`config.mk`:
```
export PLATFORM = sky130hd
export DESIGN_NAME = rx_bit_unstuffer
export DESIGN_NICKNAME = d
export VERILOG_FILES = /design/src/rtl/usb_rx_pkg.sv /design/src/rtl/stuff_detector.sv /design/src/rtl/rx_bit_unstuffer.sv
export SDC_FILE = /design/constraint.sdc
export NUM_CORES = 1
export LEC_CHECK = 0
export ABC_AREA = 1
export CAP_MARGIN = 20
export CELL_PAD_IN_SITES_DETAIL_PLACEMENT = 1
export CELL_PAD_IN_SITES_GLOBAL_PLACEMENT = 1
export CORE_MARGIN = 10
export CORE_UTILIZATION = 40
export CTS_BUF_LIST = sky130_fd_sc_hd__clkbuf_4
export CTS_CLUSTER_DIAMETER = 120
export DETAILED_ROUTE_END_ITERATION = 7
export PLACE_DENSITY = 0.81
export SLEW_MARGIN = 20
export SYNTH_ARGS = -nofsm -noshare
export SYNTH_HDL_FRONTEND = slang
export SYNTH_SLANG_ARGS = --single-unit
```
`constraint.sdc`:
```
create_clock -name clk -period 1.7 [get_ports clk]
set_input_delay 0.17 -clock clk [delete_from_list [all_inputs] [get_ports clk]]
set_output_delay 0.17 -clock clk [all_outputs]
set_load 0.01 [all_outputs]
```
`src/rtl/usb_rx_pkg.sv`:
```
// usb_rx_pkg: shared types and constants for the
// USB receive-path stages.
package usb_rx_pkg;

  localparam int USB_STUFF_LEN = 6;
  localparam int USB_BYTE_W    = 8;

  typedef enum logic [1:0] {
    IDLE,
    RECV,
    ERR
  } rx_unstuff_state_t;

endpackage

```
`src/rtl/stuff_detector.sv`:
```
// stuff_detector: tracks the run of consecutive ones
// and classifies the current bit as stuffed or illegal.
module stuff_detector
  import usb_rx_pkg::*;
#(
  parameter int STUFF_LEN = USB_STUFF_LEN
) (
  input  logic clk,
  input  logic RST,
  input  logic clear,
  input  logic bit_en,
  input  logic bit_in,
  output logic is_stuff,
  output logic is_violation
);

  localparam int OW = $clog2(STUFF_LEN + 1);
  localparam logic [OW-1:0] RUN_MAX = OW'(STUFF_LEN);

  logic [OW-1:0] ones_cnt;
  logic          at_max;

  assign at_max       = (ones_cnt == RUN_MAX);
  assign is_stuff     = at_max & ~bit_in;
  assign is_violation = at_max & bit_in;

  // Run length of ones; a zero or a full run restarts it.
  always_ff @(posedge clk) begin
    if (RST) begin
      ones_cnt <= '0;
    end else if (clear) begin
      ones_cnt <= '0;
    end else if (bit_en) begin
      if (at_max || !bit_in) begin
        ones_cnt <= '0;
      end else begin
        ones_cnt <= ones_cnt + 1'b1;
      end
    end
  end

endmodule

```
`src/rtl/rx_bit_unstuffer.sv`:
```
// rx_bit_unstuffer: removes stuffed zeros and packs bits
// LSB-first into bytes. Option: RX_UNSTUFF_BIT_OUT_EN.
module rx_bit_unstuffer
  import usb_rx_pkg::*;
#(
  parameter int STUFF_LEN = USB_STUFF_LEN,
  parameter int DATA_W    = USB_BYTE_W
) (
  input  logic              clk,
  input  logic              RST,
  input  logic              rx_active,
  input  logic              bit_valid,
  input  logic              decoded_bit,
  output logic [DATA_W-1:0] rx_byte,
  output logic              byte_valid,
  output logic              stuff_err,
  output logic              align_err
`ifdef RX_UNSTUFF_BIT_OUT_EN
  ,
  output logic              unstuffed_bit,
  output logic              unstuffed_valid
`endif
);

  localparam int BW = $clog2(DATA_W);
  localparam logic [BW-1:0] LAST = BW'(DATA_W - 1);

  rx_unstuff_state_t state_q;
  rx_unstuff_state_t state_d;

  logic [BW-1:0]     bit_cnt_q;
  logic [BW-1:0]     bit_cnt_d;
  logic [DATA_W-1:0] shreg_q;
  logic [DATA_W-1:0] shreg_d;
  logic [DATA_W-1:0] shifted;
  logic [DATA_W-1:0] byte_d;
  logic              byte_valid_d;
  logic              stuff_err_d;
  logic              align_err_d;
  logic              det_clear;
  logic              det_en;
  logic              is_stuff;
  logic              is_violation;

  assign shifted = {decoded_bit, shreg_q[DATA_W-1:1]};

  stuff_detector #(
    .STUFF_LEN(STUFF_LEN)
  ) u_det (
    .clk         (clk),
    .RST         (RST),
    .clear       (det_clear),
    .bit_en      (det_en),
    .bit_in      (decoded_bit),
    .is_stuff    (is_stuff),
    .is_violation(is_violation)
  );

  // Next state, datapath updates and next output values.
  always_comb begin
    state_d      = state_q;
    bit_cnt_d    = bit_cnt_q;
    shreg_d      = shreg_q;
    byte_d       = rx_byte;
    byte_valid_d = 1'b0;
    stuff_err_d  = 1'b0;
    align_err_d  = 1'b0;
    det_clear    = 1'b0;
    det_en       = 1'b0;
    unique case (state_q)
      IDLE: begin
        det_clear = 1'b1;
        bit_cnt_d = '0;
        shreg_d   = '0;
        if (rx_active) begin
          state_d = RECV;
        end
      end
      RECV: begin
        if (!rx_active) begin
          state_d     = IDLE;
          align_err_d = (bit_cnt_q != '0);
          det_clear   = 1'b1;
          bit_cnt_d   = '0;
          shreg_d     = '0;
        end else if (bit_valid) begin
          det_en = 1'b1;
          if (is_violation) begin
            state_d     = ERR;
            stuff_err_d = 1'b1;
            det_clear   = 1'b1;
            bit_cnt_d   = '0;
            shreg_d     = '0;
          end else if (!is_stuff) begin
            shreg_d = shifted;
            if (bit_cnt_q == LAST) begin
              bit_cnt_d    = '0;
              byte_d       = shifted;
              byte_valid_d = 1'b1;
            end else begin
              bit_cnt_d = bit_cnt_q + 1'b1;
            end
          end
        end
      end
      ERR: begin
        det_clear = 1'b1;
        bit_cnt_d = '0;
        shreg_d   = '0;
        if (!rx_active) begin
          state_d = IDLE;
        end
      end
      default: begin
        state_d   = IDLE;
        det_clear = 1'b1;
        bit_cnt_d = '0;
        shreg_d   = '0;
      end
    endcase
  end

  // State, datapath and registered outputs.
  always_ff @(posedge clk) begin
    if (RST) begin
      state_q    <= IDLE;
      bit_cnt_q  <= '0;
      shreg_q    <= '0;
      rx_byte    <= '0;
      byte_valid <= 1'b0;
      stuff_err  <= 1'b0;
      align_err  <= 1'b0;
    end else begin
      state_q    <= state_d;
      bit_cnt_q  <= bit_cnt_d;
      shreg_q    <= shreg_d;
      rx_byte    <= byte_d;
      byte_valid <= byte_valid_d;
      stuff_err  <= stuff_err_d;
      align_err  <= align_err_d;
    end
  end

`ifdef RX_UNSTUFF_BIT_OUT_EN
  logic take;

  assign take = (state_q == RECV) & rx_active & bit_valid
              & ~is_stuff & ~is_violation;

  // Echo every accepted data bit one cycle later.
  always_ff @(posedge clk) begin
    if (RST) begin
      unstuffed_bit   <= 1'b0;
      unstuffed_valid <= 1'b0;
    end else begin
      unstuffed_valid <= take;
      if (take) begin
        unstuffed_bit <= decoded_bit;
      end
    end
  end
`endif

endmodule

```
# Yosys cells after proc, flatten, opt, wreduce, memory -nomap -nowiden
# Cells that the tools add are included.
# W data, S select, Z words.
# totals
regBits,27
out_inout_bits,11
word_cells,58
# op_classes
bitwise,8
n_addsub,2
eq_ne,9
mux,20
reduce_logical,11
# op_table
operator,count
$mux W8,2
$mux W3,4
$mux W2,5
$mux W1,8
$add A3 B1 Y3 const B,2
$eq A3 B3 Y1 const B,2
$ne A3 B3 Y1 const B,2
$not A1 Y1,6
$pmux W2 S3,1
$reduce_and A6 Y1,1
$reduce_or A3 Y1,2
$reduce_or A6 Y1,1
$ne A2 B2 Y1 const B,2
$reduce_and A4 Y1,1
$reduce_bool A3 Y1,1
$and A1 B1 Y1,2
$eq A2 B1 Y1 const B,1
$eq A2 B2 Y1 const B,1
$logic_not A2 Y1,1
$ne A2 B1 Y1 const B,1
$reduce_and A2 Y1,1
$reduce_or A2 Y1,1
$logic_not A1 Y1,1
$logic_or A1 B1 Y1,1

# Depth between registers and ports, before layout
# Gate-level depths: netlist of the first run.
# logic_depth
ltp_word,7
mapped_depth,9
depth_no_buf,8

# By module
# From an unflattened synthesis of the first run, not the netlist that was laid out.
# hier_totals
hier_cells,158
area_unflattened_um2,1181.1
# modules_own_cells
module,n_inst,area_per_inst_um2,cells_per_inst
rx_bit_unstuffer,1,1003.5,131
stuff_detector,1,177.7,27

# Least setup slack after synthesis of the first run
# No wires, ideal clock.
# synth_timing
path_type,register to register
startpoint,register u_det.ones_cnt[0]
endpoint,register rx_byte[1]
required_ns,1.587
slack_ns,0.478
path_stages_with_launch,9
t_arrival_ns,1.109
path_cell_list,dfxtp_1 inv_1 ha_1 nand2_2 inv_1 nor2_2 nand2_2 nand3_1 nand2_1
# synth_via
elab_chain_cells,4
word_cells_on_any_way,6
cone_classes,eq/ne: 1; bitwise: 4; reduce/logical: 1
# synth_rtl
item,line_no,text
start: declaration,stuff_detector.sv:20,logic [OW-1:0] ones_cnt;
start signal: assignment,stuff_detector.sv:37,ones_cnt <= ones_cnt + 1'b1;
$eq A3 B3 Y1 (*),stuff_detector.sv:23,assign at_max = (ones_cnt == RUN_MAX);
$and A1 B1 Y1 (on tied branches),"stuff_detector.sv:25, stuff_detector.sv:24",
$not A1 Y1 (no source line),-,
$reduce_and A6 Y1 (no source line) (*),-,
end signal: assignment,rx_bit_unstuffer.sv:137,rx_byte <= byte_d;
end: declaration,rx_bit_unstuffer.sv:14,"output logic [DATA_W-1:0] rx_byte,"
# Mark *: on every way between the ends. The rest lies on a longest branch, timed or not.
# A chain may end at the register's enable or synchronous reset.

# Worst setup path in the final report of the first run
# layout_timing
startpoint,register u_det.ones_cnt[0]
endpoint,register u_det.ones_cnt[0]
# layout_via
elab_chain_cells,7
word_cells_on_any_way,10
cone_classes,add/sub: 1; eq/ne: 1; mux: 5; bitwise: 1; reduce/logical: 2
# layout_rtl
item,line_no,text
$eq A3 B3 Y1,stuff_detector.sv:23,
$and A1 B1 Y1,stuff_detector.sv:25,assign is_violation = at_max & bit_in;
$mux W1,rx_bit_unstuffer.sv:88,if (is_violation) begin
$mux W1,rx_bit_unstuffer.sv:86,end else if (bit_valid) begin
$mux W1,rx_bit_unstuffer.sv:80,if (!rx_active) begin
$mux W1,rx_bit_unstuffer.sv:70,unique case (state_q)
$reduce_or A2 Y1 (no source line),-,
# Several ways; a longest one is shown, not always the timed one.

==> impl_results.md, run 1 <==
- Status: complete, no violations
- FMAX: 695 MHz
- Detailed Route WL: 2770 um
- R2R Setup Slk: 0.26 ns
- Worst clock skew: 0.00392 ns
- Worst hold stages: 2
- Worst-path clk slew: 0.14 ns
- Synth Cell Area: 1150 um^2
- Post-Syn Instances: 156
- Final #Nets: 186
- CTS tree: yes
- Final Wtd Congestion: 0.827
- HPWL after DPL: 2270 um
- CP Launch Type: flip-flop
- Register area: 520 um^2
- DR vias: 1038
- Initial core utilization: 0.418
- Critical Path Max Stage Delay: 0.41 ns
- Count of pins over their slew limit: 0
- CTS Hold Bufs: 0
- Worst r2r src: u_det.ones_cnt[0]
- CP max stage cell: dfxtp_1
- Post-DRT Antenna Nets: 0
- Final setup violation count: 0
- Setup ws final: 0.261 ns
- First-pass GRT wire length: 4850 um
- Leak: 0.545 nW
- Critical-path cell list: inv_1 -> ha_1 -> nand2_2 -> inv_1 -> nand3_1 -> nand2_1 -> a21oi_1
- Library cells used by synthesis: 18
- Hold_ws: 0.480 ns
- DRT Pass-1 Iters: 4
- Slew @ Worst Pin: 0.268 ns
- CP Capture Point: u_det.ones_cnt[0]
- Clock root cell: clkbuf_4
- Synth-to-Final Area Change: 18.9%
- Total CTS buffers: 3
- Clock latency at the later pin of the worst-skew pair: 0.32 ns
- Drt drc: 0
- Yosys reg bits: 26
- Worst setup path start: u_det.ones_cnt[0]
- # fillers: 360
- Sequential share of the synthesized area: 0.452
- Cell mode on critical path: inv_1
- Largest net degree at the start of global routing: 15
- Die W: 73.7 um
- Area taken by multi-input logic gates: 552 um^2
- Maxcap violations: 0
- Syn_area_per_cell: 7.39 um^2
- Endpoint type of the worst setup path: flip-flop
- Vias in the first global route: 1079
- Post-cts resize count: 0
- Clk sinks: 26
- Die area: 5430 um^2
- Grt ovf: 0
- Vias per cell: 5.04
- Initial antenna violation count: 0
- Routed WL per cell: 13.5 um
- Mapped Nets: 166
- Worst-path fanout max: 5
- Data required time of the critical path: 1.95 ns
- Arrival @ worst endpoint: 1.69 ns
- Worst min path class: flip-flop to flip-flop
- Initial DRC Count: 45
- PwrDens: 700 nW/um^2
- DIE HEIGHT: 73.7 um
- I/O pin count: 16
- H-tree lvl count: 1
- Setup_tns: 0 ns
- Max VDD drop: 355 uV
- Kind of critical path: flip-flop to flip-flop
- RSZ-0062 raised after global routing: false
- Core region area: 2760 um^2
- Port buffer count: 15
- Max-slew headroom: 0.821
- GRT Total Usage: 0.110
- Final period util: 0.846
- Rows: 19
- Period minus WS final: 1.44 ns
- Share of layout cells above drive strength 1: 0.0914
- Clock Tree Buf Depth: 2
- Ys Warns: 0
- RR Endpoint: u_det.ones_cnt[0]
- Final Hold Violating Endpoints: 0
- Setup WS pre-CTS: 0.196 ns
- Postcts setup bufs: 0
- Register-to-Register Path Depth: 7
- Ant diodes: 0
## how the worst min path moves through the flow
stage          startpoint         end  slack [ns]
3_3_place_gp   rx_byte[2]  rx_byte[2]        0.45
5_1_grt               RST  byte_valid        0.50
3_5_place_dp   rx_byte[1]  rx_byte[1]        0.46
6_report       rx_byte[1]  rx_byte[1]        0.48
2_1_floorplan         RST  byte_valid        0.24
4_1_cts        rx_byte[1]  rx_byte[1]        0.49
## Yosys cell counts
cell	count	area (um^2)
a21oi_1	11	55.1
buf_2	1	5.00
buf_4	1	7.51
dfxtp_1	26	521
ha_1	5	62.6
inv_1	17	63.8
inv_2	1	3.75
nand2_1	34	128
nand2_2	5	31.3
nand3_1	25	125
nand3_2	1	10.0
nor2_1	21	78.8
nor2_2	2	12.5
nor2_8	1	20.0
nor3_1	1	5.00
o21ai_0	2	10.0
o22ai_1	1	6.26
o31ai_1	1	7.51
## cell usage in the layout (no fill, tap or decap), drive strengths merged
| master | synthesis | final |
|---|---|---|
| a21oi | 11 | 11 |
| buf | 2 | 2 |
| clkbuf | 0 | 3 |
| clkdlybuf4s50 | 0 | 15 |
| clkinv | 0 | 1 |
| dfxtp | 26 | 26 |
| ha | 5 | 5 |
| inv | 18 | 18 |
| nand2 | 39 | 39 |
| nand3 | 26 | 26 |
| nor2 | 24 | 24 |
| nor3 | 1 | 1 |
| o21ai | 2 | 2 |
| o22ai | 1 | 1 |
| o31ai | 1 | 1 |
## layer usage
layer,vias to the layer above,global-route usage,part of all wire
met5,-,0,0
met4,0,0.0393,0.0058
met3,2,0.0202,0.034
met2,12,0.188,0.49
met1,488,0.134,0.48
li1,536,-,-
## cells by family after synthesis
family	share of synthesized area
compound gates	0.0684
buf+inv	0.0695
fa+ha+maj	0.0543
flops	0.452
simple gates	0.356
## flip-flops by register name (all words and copies together), names as in the netlist
register / cells
shreg_q: 7
byte_valid: 1
align_err: 1
u_det.ones_cnt: 3
stuff_err: 1
rx_byte: 8
bit_cnt_q: 3
state_q: 2
## through the flow
step / total power, mW / util / area, um^2 / std cells
2_1_floorplan: 0.672 / - / 1150 / 156
3_3_place_gp: 0.699 / 0.487 / 1340 / 202
3_5_place_dp: 0.701 / 0.487 / 1340 / 202
4_1_cts: 0.962 / 0.497 / 1370 / 206
5_1_grt: 0.998 / 0.497 / 1370 / 206
6_report: 0.959 / 0.497 / 1370 / 206
## cell type report
cell class                 count  share of cell area
inverter                      18              0.0493
clock inverter                 1             0.00274
sequential                    26               0.380
tap                           31              0.0283
timing repair buffer          17               0.121
multi-input combinational    110               0.403
clock buffer                   3              0.0164
## power breakdown
part,internal (mW),total (mW),switching (mW)
Clock,0.0860,0.270,0.184
Combinational,0.0236,0.0730,0.0494
Sequential,0.613,0.616,0.00309
Total,0.722,0.959,0.236
## worst max-delay path, delay by kind of cell, from the launching register on
kind	cells	cell delay (ns)
simple gates	3	0.45
flops	1	0.41
fa+ha+maj	1	0.21
compound gates	1	0.17
buf+inv	2	0.14
Power figures use the tool's default switching activity.
==> inputs of run 2 (changes only) <==
--- a/config.mk
+++ b/config.mk
@@ -10,11 +10,11 @@
 export CELL_PAD_IN_SITES_DETAIL_PLACEMENT = 1
 export CELL_PAD_IN_SITES_GLOBAL_PLACEMENT = 1
 export CORE_MARGIN = 10
-export CORE_UTILIZATION = 40
+export CORE_UTILIZATION = 36
 export CTS_BUF_LIST = sky130_fd_sc_hd__clkbuf_4
 export CTS_CLUSTER_DIAMETER = 120
 export DETAILED_ROUTE_END_ITERATION = 7
-export PLACE_DENSITY = 0.81
+export PLACE_DENSITY = 0.77
 export SLEW_MARGIN = 20
 export SYNTH_ARGS = -nofsm -noshare
 export SYNTH_HDL_FRONTEND = slang
==> constraint.sdc (replaced) <==
create_clock -name clk -period 1.2 [get_ports clk]
set_input_delay 0.12 -clock clk [delete_from_list [all_inputs] [get_ports clk]]
set_output_delay 0.12 -clock clk [all_outputs]
set_load 0.01 [all_outputs]
==> run 2 against run 1 <==
Against the previous run:
- the run now ends with negative setup slack left
- highest routed layer unchanged
- sequential share of layout area shrank 7.0 points
- critical path depth is the same
- wire length grew 15%
- largest power group unchanged
- sequential cell count is the same
- utilization grew 6.2 points
- first-iteration DRC count shrank 8.9%
- largest cell class unchanged
- sequential power grew 42%
- critical path type unchanged
- via count grew 5.7%
- total power grew 69%
==> impl_results.md, run 2 (synthesis results as in run 1) <==
- Max-slew headroom: 0.846 (+0.0246)
- Clock Tree Buf Depth: 2 (unchanged)
- RSZ-0062 raised after global routing: true
- FMAX: 792 MHz (+14%)
- Die W: 76.6 um (+3.9%)
- H-tree lvl count: 1 (unchanged)
- Sw frac: 0.221 (-0.0256)
- Int Pwr: 1.27 mW (+75%)
- Largest net degree at the start of global routing: 16 (+1)
- Vias per cell: 4.69 (-7.0%)
- Worst clock skew: 0.00707 ns (+0.00315 ns)
- HPWL after DPL: 2390 um (+5.5%)
- Endpoint type of the worst setup path: flip-flop
- PwrDens: 952 nW/um^2 (+36%)
- Worst min path class: flip-flop to flip-flop
- GRT Total Usage: 0.109 (-0.00179)
- DIE HEIGHT: 76.6 um (+3.9%)
- Worst-path fanout max: 6 (+1)
- Core region area: 3050 um^2 (+11%)
- # fillers: 378 (+5.0%)
- Clock root cell: clkbuf_4
- Count of pins over their slew limit: 0 (unchanged)
- CTS Hold Bufs: 0 (unchanged)
- Commonest cells after routing, fill and taps aside: nand2_1 (30), dfxtp_1 (21), nand3_1 (17)
- Max VDD drop: 445 uV (+25%)
- Pwr Total: 1.62 mW (+69%)
- Slew @ Worst Pin: 0.231 ns (-0.0371 ns)
- CTS tree: yes
- Clock Power Share: 0.368 (+0.086)
- Leak: 0.716 nW (+31%)
- Failing checks: negative setup slack
- Final period util: 1.05 (+0.205)
- I/O pin count: 16 (unchanged)
- Setup ws final: -0.0620 ns (-0.323 ns)
- Cell mode on critical path: ha_4
- Worst-path clk slew: 0.14 ns (about the same)
- Synth-to-Final Area Change: 48.1%
- Initial DRC Count: 41 (-8.9%)
- Post-DRT Antenna Nets: 0 (unchanged)
- Final Hold Violating Endpoints: 0 (unchanged)
- Kind of critical path: flip-flop to flip-flop
- Initial antenna violation count: 0 (unchanged)
- Routed WL per cell: 13.7 um (+1.5%)
- First-pass GRT wire length: 5430 um (+12%)
- Maxcap violations: 0 (unchanged)
- Period minus WS final: 1.26 ns (-0.177 ns)
- Setup WS pre-CTS: -0.212 ns (-0.408 ns)
- Ant diodes: 0 (unchanged)
- CP Launch Type: flip-flop
- Grt ovf: 0 (unchanged)
- Biggest register: rx_byte
- Drt drc: 0 (unchanged)
- Cell family with most CP delay: simple AND/OR/NAND/NOR gates
- Status: finished, violations left
- Critical-path cell list: ha_4 -> ha_4 -> inv_4 -> nor2_4 -> nand2_2 -> nand3_1 -> nand2_1
- Die area: 5860 um^2 (+8.0%)
- Sequential share of power: 0.538 (-0.104)
- Final Wtd Congestion: 0.816 (-1.4%)
- Comb pwr share: 0.094 (+0.018)
- Detailed Route WL: 3200 um (+15%)
- Port buffer count: 15 (unchanged)
- Register area: 529 um^2 (+1.7%)
- DRT Pass-1 Iters: 4 (unchanged)
- Initial core utilization: 0.377 (-0.0404)
- Critical Path Max Stage Delay: 0.39 ns (-0.02 ns)
- CP Buf/Inv Count: 1 (-1)
- Clock latency at the later pin of the worst-skew pair: 0.32 ns (about the same)
- Max reg flops: 8 (unchanged)
- Rows: 20 (+1)
- Final #Nets: 201 (+8.1%)
- Vias in the first global route: 1178 (+9.2%)
- Total CTS buffers: 3 (unchanged)
- Commonest non-fill, non-tap cell in the layout: nand2_1
- Regs by FF count: rx_byte x8, shreg_q x7
- Final setup violation count: 11 (+11)
- Arrival @ worst endpoint: 1.49 ns (-0.20 ns)
- Psw: 359 uW (+52%)
- Clk sinks: 26 (unchanged)
- DR vias: 1097 (+5.7%)
- Area taken by multi-input logic gates: 713 um^2 (+29%)
- CP max stage cell: dfxtp_2
- Data required time of the critical path: 1.43 ns (-0.52 ns)
- Share of layout cells above drive strength 1: 0.342 (+0.251)
==> run 2: path summary, 6_finish.rpt <==
| path | start | end | slack [ns] | cells past startpoint |
|---|---|---|---|---|
| worst max-delay path | bit_cnt_q[0] | rx_byte[2] | -0.06 | 7 |
| worst min-delay path | rx_byte[3] | rx_byte[3] | 0.46 | 2 |
| worst max register to register | bit_cnt_q[0] | rx_byte[2] | -0.06 | 7 |
| worst min register to register | rx_byte[3] | rx_byte[3] | 0.46 | 2 |
==> run 2: repair_timing <==
action | 4_1_cts | 5_1_grt
cloned | 0 | 0
setup endpoints to repair | 35 | 25
buffers inserted | 1 | 0
resized for setup | 42 | 17
pin swaps | 9 | 6
endpoints found under the hold margin | 0 | 0
==> run 2: metal layers <==
| metal | up-vias | GRT usage | part of all wire |
|---|---|---|---|
| met5 | - | 0 | 0 |
| met4 | 0 | 0.0316 | 0.0034 |
| met3 | 2 | 0.0248 | 0.033 |
| met2 | 11 | 0.197 | 0.53 |
| met1 | 509 | 0.122 | 0.43 |
| li1 | 575 | - | - |
==> run 2: stage by stage <==
stage               std cells  hold WS [ns]  cell area, um^2  TNS [ns]   util
floorplan                 156         0.192             1160         0      -
global placement          229         0.453             1490     -2.06  0.488
detailed placement        229         0.455             1490     -2.97  0.488
CTS                       234         0.469             1650    -0.144  0.539
global route              234         0.491             1710     -1.83  0.559
finish                    234         0.464             1710    -0.281  0.559
==> run 2: area by class of cell <==
| type | count | share of cell area |
|---|---|---|
| clock buffers | 3 | 0.0132 |
| clock inverters | 1 | 0.0176 |
| inverters | 18 | 0.0425 |
| multi-input cells | 110 | 0.418 |
| flip-flops and latches | 26 | 0.310 |
| well taps | 44 | 0.0323 |
| repair buffers | 32 | 0.166 |
==> run 2: power groups by stage <==
stage | Combinational, mW | Clock, mW | Sequential (mW)
after global placement | 0.128 | 0 | 0.890
after global routing | 0.168 | 0.660 | 0.875
after CTS | 0.140 | 0.622 | 0.873
after detailed placement | 0.132 | 0 | 0.891
final | 0.153 | 0.598 | 0.873
after floorplan | 0.0652 | 0 | 0.890
==> run 2: worst min-delay path: stages (launching register included) <==
cell,delay (ns)
dfxtp_1,0.34
nand3_2,0.06
nand2_1,0.04
